[config.mk]
export PLATFORM = sky130hd
export DESIGN_NAME = cpu_sequencer
export DESIGN_NICKNAME = d
export VERILOG_FILES = /design/src/rtl/cpu_sequencer.sv
export SDC_FILE = /design/constraint.sdc
export NUM_CORES = 1
export LEC_CHECK = 0
export CELL_PAD_IN_SITES_DETAIL_PLACEMENT = 0
export CELL_PAD_IN_SITES_GLOBAL_PLACEMENT = 1
export CORE_MARGIN = 2
export CORE_UTILIZATION = 41
export DETAILED_ROUTE_END_ITERATION = 12
export PLACE_DENSITY_LB_ADDON = 0.2
export SETUP_SLACK_MARGIN = 0.3
export SLEW_MARGIN = 10
export SYNTH_ARGS = -nofsm -noshare
export SYNTH_HDL_FRONTEND = slang
export SYNTH_SLANG_ARGS = --single-unit
[constraint.sdc]
create_clock -name clk -period 5.15 [get_ports clk]
set_input_delay 1.03 -clock clk [delete_from_list [all_inputs] [get_ports clk]]
set_output_delay 1.03 -clock clk [all_outputs]
set_load 0.005 [all_outputs]
[src/rtl/cpu_sequencer.sv]
// Load-and-run controller: streams a program image into the core's program memory,
// then releases the core's reset for a requested cycle count. Optional macro: CPU_SEQ_CHECKSUM_EN.
module cpu_sequencer #(
   parameter int ADDWIDTH = 7,
   parameter int CYCWIDTH = 16
) (
   input  logic                clk,
   input  logic                rst,
   input  logic                load_start,
   input  logic [ADDWIDTH:0]   load_len,
   input  logic [7:0]          byte_in,
   input  logic                byte_valid,
   output logic                byte_ready,
   input  logic                run_start,
   input  logic [CYCWIDTH-1:0] run_cycles,
   input  logic                abort,
   output logic                pm_wr_en,
   output logic [ADDWIDTH-1:0] pm_addr,
   output logic [7:0]          pm_wr_data,
   output logic                cpu_rst,
   output logic [1:0]          state,
   output logic                done,
   output logic [CYCWIDTH-1:0] cycles_run,
   output logic                err
);

   typedef enum logic [1:0] {IDLE = 2'd0, LOAD = 2'd1, RUN = 2'd2, DONE = 2'd3} seqState_t;

   localparam logic [ADDWIDTH:0]   CAPACITY = {1'b1, {ADDWIDTH{1'b0}}};
   localparam logic [ADDWIDTH:0]   IDX_ONE  = {{ADDWIDTH{1'b0}}, 1'b1};
   localparam logic [CYCWIDTH-1:0] CYC_ONE  = {{(CYCWIDTH-1){1'b0}}, 1'b1};

   seqState_t           state_q, state_d;
   logic [ADDWIDTH:0]   len_q, len_d;
   logic [ADDWIDTH:0]   idx_q, idx_d;
   logic [ADDWIDTH:0]   idxNext;
   logic                wrEn_q, wrEn_d;
   logic [ADDWIDTH-1:0] addr_q, addr_d;
   logic [7:0]          data_q, data_d;
   logic                cpuRst_q, cpuRst_d;
   logic [CYCWIDTH-1:0] cycles_q, cycles_d;
   logic [CYCWIDTH-1:0] target_q, target_d;
   logic                runBlocked;

`ifdef CPU_SEQ_CHECKSUM_EN
   logic                err_q, err_d;
   logic [7:0]          sum_q, sum_d;

   always_ff @(posedge clk) begin
      if (rst) begin
         err_q <= 1'b0;
         sum_q <= '0;
      end else begin
         err_q <= err_d;
         sum_q <= sum_d;
      end
   end

   assign runBlocked = err_q;
`else
   assign runBlocked = 1'b0;
`endif

   // State register and all datapath registers.
   always_ff @(posedge clk) begin
      if (rst) begin
         state_q  <= IDLE;
         len_q    <= '0;
         idx_q    <= '0;
         wrEn_q   <= 1'b0;
         addr_q   <= '0;
         data_q   <= '0;
         cpuRst_q <= 1'b1;
         cycles_q <= '0;
         target_q <= '0;
      end else begin
         state_q  <= state_d;
         len_q    <= len_d;
         idx_q    <= idx_d;
         wrEn_q   <= wrEn_d;
         addr_q   <= addr_d;
         data_q   <= data_d;
         cpuRst_q <= cpuRst_d;
         cycles_q <= cycles_d;
         target_q <= target_d;
      end
   end

   // Next-state logic; abort outranks byte acceptance and run completion.
   always_comb begin
      state_d  = state_q;
      len_d    = len_q;
      idx_d    = idx_q;
      wrEn_d   = 1'b0;
      addr_d   = addr_q;
      data_d   = data_q;
      cpuRst_d = cpuRst_q;
      cycles_d = cycles_q;
      target_d = target_q;
      idxNext  = idx_q + IDX_ONE;
`ifdef CPU_SEQ_CHECKSUM_EN
      err_d    = err_q;
      sum_d    = sum_q;
`endif
      unique case (state_q)
         IDLE, DONE: begin
            cpuRst_d = 1'b1;
            if (load_start && (load_len != '0)) begin
               state_d = LOAD;
               len_d   = (load_len > CAPACITY) ? CAPACITY : load_len;
               idx_d   = '0;
`ifdef CPU_SEQ_CHECKSUM_EN
               err_d   = 1'b0;
               sum_d   = '0;
`endif
            end else if (run_start && !runBlocked) begin
               cycles_d = '0;
               if (run_cycles != '0) begin
                  state_d  = RUN;
                  target_d = run_cycles;
                  cpuRst_d = 1'b0;
               end else begin
                  state_d = DONE;
               end
            end
         end
         LOAD: begin
            if (abort) begin
               state_d = IDLE;
            end else if (byte_valid) begin
`ifdef CPU_SEQ_CHECKSUM_EN
               // The byte after the last program byte is the checksum, never written.
               if (idx_q == len_q) begin
                  state_d = IDLE;
                  err_d   = (byte_in != sum_q);
               end else begin
                  wrEn_d = 1'b1;
                  addr_d = idx_q[ADDWIDTH-1:0];
                  data_d = byte_in;
                  idx_d  = idxNext;
                  sum_d  = sum_q + byte_in;
               end
`else
               wrEn_d = 1'b1;
               addr_d = idx_q[ADDWIDTH-1:0];
               data_d = byte_in;
               idx_d  = idxNext;
               if (idxNext == len_q) begin
                  state_d = IDLE;
               end
`endif
            end
         end
         RUN: begin
            if (abort) begin
               state_d  = IDLE;
               cpuRst_d = 1'b1;
            end else begin
               cycles_d = cycles_q + CYC_ONE;
               if (cycles_d == target_q) begin
                  state_d  = DONE;
                  cpuRst_d = 1'b1;
               end
            end
         end
         default: state_d = IDLE;
      endcase
   end

   // Output decode.
   always_comb begin
      state      = state_q;
      byte_ready = (state_q == LOAD);
      done       = (state_q == DONE);
      pm_wr_en   = wrEn_q;
      pm_addr    = addr_q;
      pm_wr_data = data_q;
      cpu_rst    = cpuRst_q;
      cycles_run = cycles_q;
`ifdef CPU_SEQ_CHECKSUM_EN
      err        = err_q;
`else
      err        = 1'b0;
`endif
   end

endmodule

### Word level (Yosys, flattened, before mapping)

Cells that the tools add are included.

| word-level totals | value |
|---|---|
| bits in registers | 67 |
| input bits | 38 |
| logic and storage cells | 70 |

| cells by class | value |
|---|---|
| add/sub/neg operators | 2 |
| $lt $le $gt $ge | 1 |
| equality and inequality tests | 15 |
| mux-type cells | 25 |
| bitwise logic cells | 3 |
| reductions and logical operators | 15 |

Operators by type and width:

| cell | count |
|---|---|
| $mux W16 | 3 |
| $mux W8 | 4 |
| $pmux W16 S2 | 1 |
| $add A16 B1 Y16 const B | 1 |
| $eq A16 B16 Y1 | 1 |
| $pmux W8 S2 | 1 |
| $reduce_and A4 Y1 | 4 |
| $reduce_bool A16 Y1 | 1 |
| $mux W2 | 7 |
| $ne A2 B2 Y1 const B | 6 |
| $add A8 B1 Y8 const B | 1 |
| $eq A8 B8 Y1 | 1 |
| $gt A8 B8 Y1 const B | 1 |
| $reduce_bool A8 Y1 | 1 |
| $mux W1 | 7 |
| $ne A3 B3 Y1 const B | 2 |
| $pmux W2 S3 | 1 |
| $eq A2 B2 Y1 const B | 2 |
| $reduce_and A2 Y1 | 2 |
| $reduce_bool A2 Y1 | 2 |
| $ne A3 B1 Y1 const B | 1 |
| $ne A3 B2 Y1 const B | 1 |
| $not A1 Y1 | 3 |
| $reduce_and A3 Y1 | 1 |
| 6 further kinds | 6 |

### Depth between registers and ports, before layout

Gate-level depths: netlist of the first run.

| logic depth | value |
|---|---|
| depth in word-level cells | 6 |
| mapped depth | 10 |

### Worst setup path before layout of the first run

Ideal clock, no wire load.

| timing path | value |
|---|---|
| kind | in2reg |
| from | input load_len[7] |
| to | register cycles_q[10] (netlist: cycles_run[10]) |
| library setup time | 71 ps |
| arrival time | 2850 ps |
| path slack | 2229 ps |
| cell stages on the path | 8 |
| buffers on the path | 2 |
| cell sequence | buf_2 -> or4_4 -> o21ai_4 -> a21boi_2 -> nand2b_4 -> buf_6 -> or4_1 -> a21oi_1 |

| on the way | value |
|---|---|
| word-level cells in the longest chain between the ends | 4 |

RTL lines:

| item | line | source |
|---|---|---|
| from (decl) | 10 | `input logic [ADDWIDTH:0] load_len,` |
| $reduce_bool A8 Y1 | 108 | `if (load_start && (load_len != '0)) begin` |
| $logic_and A1 B1 Y1 | 108 |  |
| $ne A2 B2 Y1 (no line) | -- |  |
| $reduce_and A4 Y1 (no line) | -- |  |
| to (signal assigned) | 84 | `cycles_q <= cycles_d;` |
| to (decl) | 41 | `logic [CYCWIDTH-1:0] cycles_q, cycles_d;` |

Every way passes these cells.
A chain may end at the register's enable or synchronous reset.

### Worst setup path in the final report of the first run

| timing path | value |
|---|---|
| from | input abort |
| to | register idx_q[2] |

| on the way | value |
|---|---|
| word-level cells in the longest chain between the ends | 2 |

RTL lines:

| item | line | source |
|---|---|---|
| from (decl) | 16 | `input logic abort,` |
| $ne A2 B2 Y1 (no line) | -- |  |
| $reduce_and A4 Y1 (no line) | -- |  |
| to (signal assigned) | 79 | `idx_q <= idx_d;` |
| to (decl) | 35 | `logic [ADDWIDTH:0] idx_q, idx_d;` |

Every way passes these cells.

==> impl_metrics.ini, run 1 <==
[yosys]
syn_area_um2 = 3800
synth_seq_cells = 67
yosysSeqAreaShare_pct = 35.3
syn_nets = 524
synth.most_common_cell = dfxtp_1
synth_area_leaders = dfxtp_1, a21oi_1, nand2_1
synth_top_cell_by_area = dfxtp_1
synth_common_cells = dfxtp_1, nand2_1, nor2_1
synthArstFlopShare_pct = 0
synth_edf_count = 0
ys_types = 61
ys.flop_type = dfxtp_1
synth_top_area_share_pct = 35.3
yosysWarnings = 0
syn_inst = 481
avgSynthCellArea_um2 = 7.91

[routing]
initialDrtViolationCount = 133
via_per_inst = 5.53
vias = 3613
wl_per_cell_um = 15.4
drt_pass1_iterations = 4
routed_wl_um = 10100
ant_nets = 0
route.detailed.drc = 0

[final_layout]
regArea_um2 = 1340
nFillCells = 917
drive_above_1_share_pct = 5.90
num-nets-final = 581
final_cell_area_um2 = 4750
num_antenna_cells = 0
syn_to_final_growth_pct = 24.8
multiInputGateArea_um2 = 2300
final_cells = 653

[sta]
fin_tns_setup_ns = 0
slew_headroom_pct = 47.9
max_freq_mhz = 305
setup_viol = 0
finalWorstSetupSlack_ns = 1.87
hold_viol = 0
worst_pin_slew_ns = 0.779
rsz0062_at_grt = no
period_needed_ns = 3.28
finalCritPeriodShare_pct = 63.7
finClkSkew_ns = 0.00765
slew_viol_final = 0

[worst_setup_path]
worstPathArrival_ns = 3.57
worstPathMaxFanout = 17
critPathLaunchType = input port
worst-setup-path-type = input port to register
endpoint_kind = register
required_ns = 5.43

[global_routing]
grtUsageTotal_pct = 20.5
grt_pass1_wl_um = 16500
antenna_found_initial = 0
grt_max_degree = 39
overflow = 0
grt_pass1_vias = 3397

[power_and_ir_drop]
power.switching_mw = 0.530
switching_share_pct = 34.7
p_leak_nw = 1.73
p_comb_share_pct = 32.5
power.internal_mw = 0.998
pwr-share-seq_pct = 39.2
irDropWorstVdd_mv = 0.163
clkPwrFrac_pct = 28.3
p_per_area_nw_per_um2 = 322

[floorplanning]
core_um2 = 9110
die_h_um = 100
dieArea_um2 = 10100
start_util_pct = 41.8
pin_count = 76
die_w_um = 100
rows = 35

[clock_network]
clk_pin_slew_ns = 0.08
clk_latency_ns = 0.34
numCtsBuffers = 9
cts_setup_buffers = 0
h-tree-depth = 3
cts_resized = 0
cts-hold-fix-buffers = 0
cts-root-buf = clkbuf_8
cts_num_sinks = 67
cts_tree = done
cts_buffer_depth = 2

[job]
drv_cap = 0

[placed_design]
io_buffers = 74
dpl-instance-area_um2 = 4560
detailed_place_hpwl_um = 7380
place_congestion = 0.803
dp_cells = 638
pre_cts_ws_ns = 1.53

[outcome]
status = finished clean

[min_path]
hold_class = register to register
path summary, 6_finish.rpt:
kind	startpoint	end	slack [ns]	cells past startpoint
worst min-delay path	pm_addr[3]	pm_addr[3]	0.46	2
worst max register to register	state[1]	idx_q[2]	2.19	9
worst max-delay path	abort	idx_q[2]	1.87	8
worst min register to register	pm_addr[3]	pm_addr[3]	0.46	2
logic make-up after synthesis:
family / after synthesis / share of synthesized area [%]
adder cells (fa/ha/maj): 5 / 1.64
AND/OR/NAND/NOR: 222 / 30.8
AO/OA/AOI/OAI: 105 / 17.0
buffers and inverters: 36 / 4.21
XOR/XNOR: 25 / 5.75
multiplexers: 20 / 5.29
flip-flops: 67 / 35.3
other: 1 / 0.0986
registers in the layout, indices dropped and copies added, names as in the netlist, 2 cells and up:
register,flops
cycles_run,16
pm_addr,7
target_q,16
len_q,8
state,2
pm_wr_data,8
idx_q,8
area by class of cell:
class                           instances  share of cell area, %
Sequential cell                        67                   28.2
Tap cell                              111                   2.92
Inverter                                6                  0.474
Clock buffer                            9                   2.61
Multi-Input combinational cell        378                   48.5
Timing Repair Buffer                   76                   15.8
Clock inverter                          6                   1.42
layer usage:
layer	global-route usage, %	up-vias	routed length [µm]
met2	38.5	62	5290
li1	-	1825	-
met3	4.46	11	343
met4	5.37	0	141
met5	0	-	0
met1	23.4	1715	4290
through the flow:
step,hold WS [ns],utilization (%),power (mW)
floorplan,0.443,-,0.958
global placement,0.443,50.0,1.10
detailed placement,0.451,50.0,1.11
CTS,0.462,52.1,1.55
global route,0.478,52.1,1.63
finish,0.457,52.1,1.53
critical path, cell delays in order:
cell and delay [ns]:
clkdlybuf4s50_1 0.47, nor2b_1 0.24, nand2_1 0.39, a22oi_1 0.68, nand2_1 0.31, nor3b_1 0.28, a21oi_1 0.06, nor2_1 0.09
layout by cell type (no fill, tap or decap), types with 3 or more instances in the layout:
master | synthesis | final
o2111ai_1 | 3 | 3
nand3_1 | 17 | 17
mux2i_1 | 19 | 19
ha_1 | 5 | 5
nand4_1 | 5 | 5
nor4_1 | 7 | 7
or3_1 | 9 | 9
and2_1 | 5 | 5
inv_1 | 6 | 6
o21ai_0 | 18 | 18
a21o_1 | 4 | 4
nor3_1 | 11 | 11
dfxtp_1 | 67 | 67
nor3b_1 | 9 | 9
clkbuf_8 | 0 | 9
xor2_1 | 5 | 5
or4_1 | 7 | 7
nand3b_1 | 7 | 7
clkdlybuf4s50_1 | 0 | 73
a21oi_1 | 51 | 51
a31oi_1 | 4 | 4
nand2b_1 | 6 | 6
and4_1 | 3 | 3
o211ai_1 | 5 | 5
nand2_1 | 61 | 61
nor2_1 | 56 | 56
xnor2_1 | 20 | 20
nor2b_1 | 4 | 4
power by group through the flow:
stage          clock network [mW]  logic, mW  registers [mW]
2_1_floorplan                   0      0.360           0.599
3_3_place_gp                    0      0.492           0.610
3_5_place_dp                    0      0.498           0.612
4_1_cts                     0.446      0.500           0.599
5_1_grt                     0.471      0.553           0.604
6_report                    0.433      0.496           0.599
No activity file was read; power rests on OpenSTA's default activity.
==> inputs of run 2 (changes only) <==
--- a/config.mk
+++ b/config.mk
@@ -8,7 +8,7 @@
 export CELL_PAD_IN_SITES_DETAIL_PLACEMENT = 0
 export CELL_PAD_IN_SITES_GLOBAL_PLACEMENT = 1
 export CORE_MARGIN = 2
-export CORE_UTILIZATION = 41
+export CORE_UTILIZATION = 34
 export DETAILED_ROUTE_END_ITERATION = 12
 export PLACE_DENSITY_LB_ADDON = 0.2
 export SETUP_SLACK_MARGIN = 0.3
==> constraint.sdc (replaced) <==
create_clock -name clk -period 3 [get_ports clk]
set_input_delay 0.6 -clock clk [delete_from_list [all_inputs] [get_ports clk]]
set_output_delay 0.6 -clock clk [all_outputs]
set_load 0.005 [all_outputs]
==> run 2 against run 1 <==
Flip-flop and latch count unchanged. Sequential share of layout area down 1.0 points. Final cell count up 7.2%. Core utilization down 6.7 points. Routed wire length up 5.2%. Power up 71%. Worst setup slack worse by 1.4 ns. Worst hold slack worse by 0.00083 ns. Register-to-register slack worse by 1.8 ns. Critical path depth down 1. Clock-buffer cell count up 1.
==> impl_metrics.ini, run 2 (synthesis results as in run 1) <==
[outcome]
status = finished clean

[min_path]
hold_class = register to register
holdCritStartpoint = pm_addr[0]
holdPathStages = 2
min_to = pm_addr[0]

[power_and_ir_drop]
power.switching_mw = 0.929
p_total_mw = 2.61
irDropWorstVdd_mv = 0.276
power.internal_mw = 1.69
p_comb_share_pct = 34.5
p_leak_nw = 1.84
pwr-share-seq_pct = 39.0
clkPwrFrac_pct = 26.5
switching_share_pct = 35.5
p_per_area_nw_per_um2 = 529

[routing]
drt_pass1_iterations = 4
initialDrtViolationCount = 131
ant_nets = 0
routed_wl_um = 10600
route.detailed.drc = 0
via_per_inst = 5.29
wl_per_cell_um = 15.1
vias = 3701

[global_routing]
antenna_found_initial = 0
grt_pass1_wl_um = 17500
grt_pass1_vias = 3681
overflow = 0
grtUsageTotal_pct = 18.5
grt_max_degree = 29

[floorplanning]
core_um2 = 10900
start_util_pct = 34.9
rows = 38
die_w_um = 110
pin_count = 76
die_h_um = 110
dieArea_um2 = 12100

[worst_setup_path]
required_ns = 3.28
critPathLaunchType = register
reg2reg_to = cpu_rst
worst-setup-path-type = register to register
worstPathArrival_ns = 2.85
rr_worst_depth = 7
reg2reg_slack_ns = 0.43
endpoint_kind = register
worstPathMaxFanout = 9
reg2reg_from = cycles_run[6]

[clock_network]
clk_pin_slew_ns = 0.08
cts_buffer_depth = 2
cts_tree = done
numCtsBuffers = 9
cts-hold-fix-buffers = 0
cts-root-buf = clkbuf_8
clk_latency_ns = 0.35
h-tree-depth = 3
cts_num_sinks = 67

[final_layout]
syn_to_final_growth_pct = 30.0
mostFrequentLayoutCell = clkdlybuf4s50_1
mostFrequentLayoutCells = clkdlybuf4s50_1, dfxtp_1, nand2_1
num_antenna_cells = 0
num-nets-final = 598
nFillCells = 1127
drive_above_1_share_pct = 10.5

[sta]
rsz0062_at_grt = yes
hold_viol = 0
finClkSkew_ns = 0.00726
slew_viol_final = 0
setup_viol = 0
slew_headroom_pct = 61.9
worst_pin_slew_ns = 0.571
period_needed_ns = 2.57
max_freq_mhz = 389
fin_tns_setup_ns = 0
finalCritPeriodShare_pct = 85.7

[placed_design]
place_congestion = 0.813
io_buffers = 74
detailed_place_hpwl_um = 7900

[job]
drv_cap = 0
run 2: cell types whose count changed in the layout (fill, tap and decap cells not counted), moves of 2 or more:
cell,previous run,this run
clkinv_2,1,3
dfxtp_2,0,4
dfxtp_1,67,63
buf_4,2,19
run 2: how the worst max path moves through the flow:
stage / from / cells after the start / endpoint
6_report: cycles_run[6] / 7 / cpu_rst
5_1_grt: cycles_run[6] / 7 / cpu_rst
4_1_cts: cycles_run[1] / 9 / cpu_rst
3_3_place_gp: load_len[0] / 8 / cycles_run[15]
2_1_floorplan: load_len[7] / 8 / cycles_run[10]
3_5_place_dp: load_len[0] / 8 / cycles_run[15]
run 2: worst max-delay path, stage by stage (launching register included):
cell and delay (ns):
dfxtp_1 0.55, and4_1 0.35, nand3_1 0.19, xnor2_1 0.28, o2111ai_1 0.13, or4_1 0.55, o31a_1 0.31, o21ai_1 0.13
run 2: metal layers:
metal	track usage [%]	vias up	share of wire, %
met2	34.6	64	52
met5	0	-	0
li1	-	1854	-
met4	6.51	0	2.1
met1	20.4	1765	43
met3	4.09	18	3.4
run 2: power groups by stage:
stage / combinational, mW / sequential [mW] / clock, mW
6_report: 0.902 / 1.02 / 0.693
2_1_floorplan: 0.617 / 1.03 / 0
3_5_place_dp: 0.888 / 1.04 / 0
5_1_grt: 1.00 / 1.03 / 0.754
3_3_place_gp: 0.881 / 1.04 / 0
4_1_cts: 0.895 / 1.02 / 0.717
run 2: timing repair:
item	in CTS	in global routing
setup buffers	0	2
resized for setup	1	12
pin swaps	0	1
endpoints found under the setup margin	3	3
run 2: area by class of cell:
| cell class | count | area (µm²) | share of cell area, % |
|---|---|---|---|
| multi-input cells | 378 | 2340 | 47.4 |
| flip-flops and latches | 67 | 1350 | 27.2 |
| repair buffers | 93 | 878 | 17.8 |
| well taps | 140 | 175 | 3.54 |
| clock buffers | 10 | 138 | 2.78 |
| clock inverters | 6 | 40.0 | 0.810 |
| inverters | 6 | 22.5 | 0.455 |
run 2: metrics by stage:
stage | util, % | instances | cell area (µm²) | hold WS (ns) | worst slack, ns
2_1_floorplan | - | 481 | 3800 | 0.443 | 0.509
3_3_place_gp | 43.2 | 682 | 4710 | 0.444 | 0.164
3_5_place_dp | 43.2 | 682 | 4710 | 0.449 | 0.148
4_1_cts | 44.9 | 698 | 4890 | 0.460 | 0.332
5_1_grt | 45.4 | 700 | 4940 | 0.482 | 0.290
6_report | 45.4 | 700 | 4940 | 0.456 | 0.429
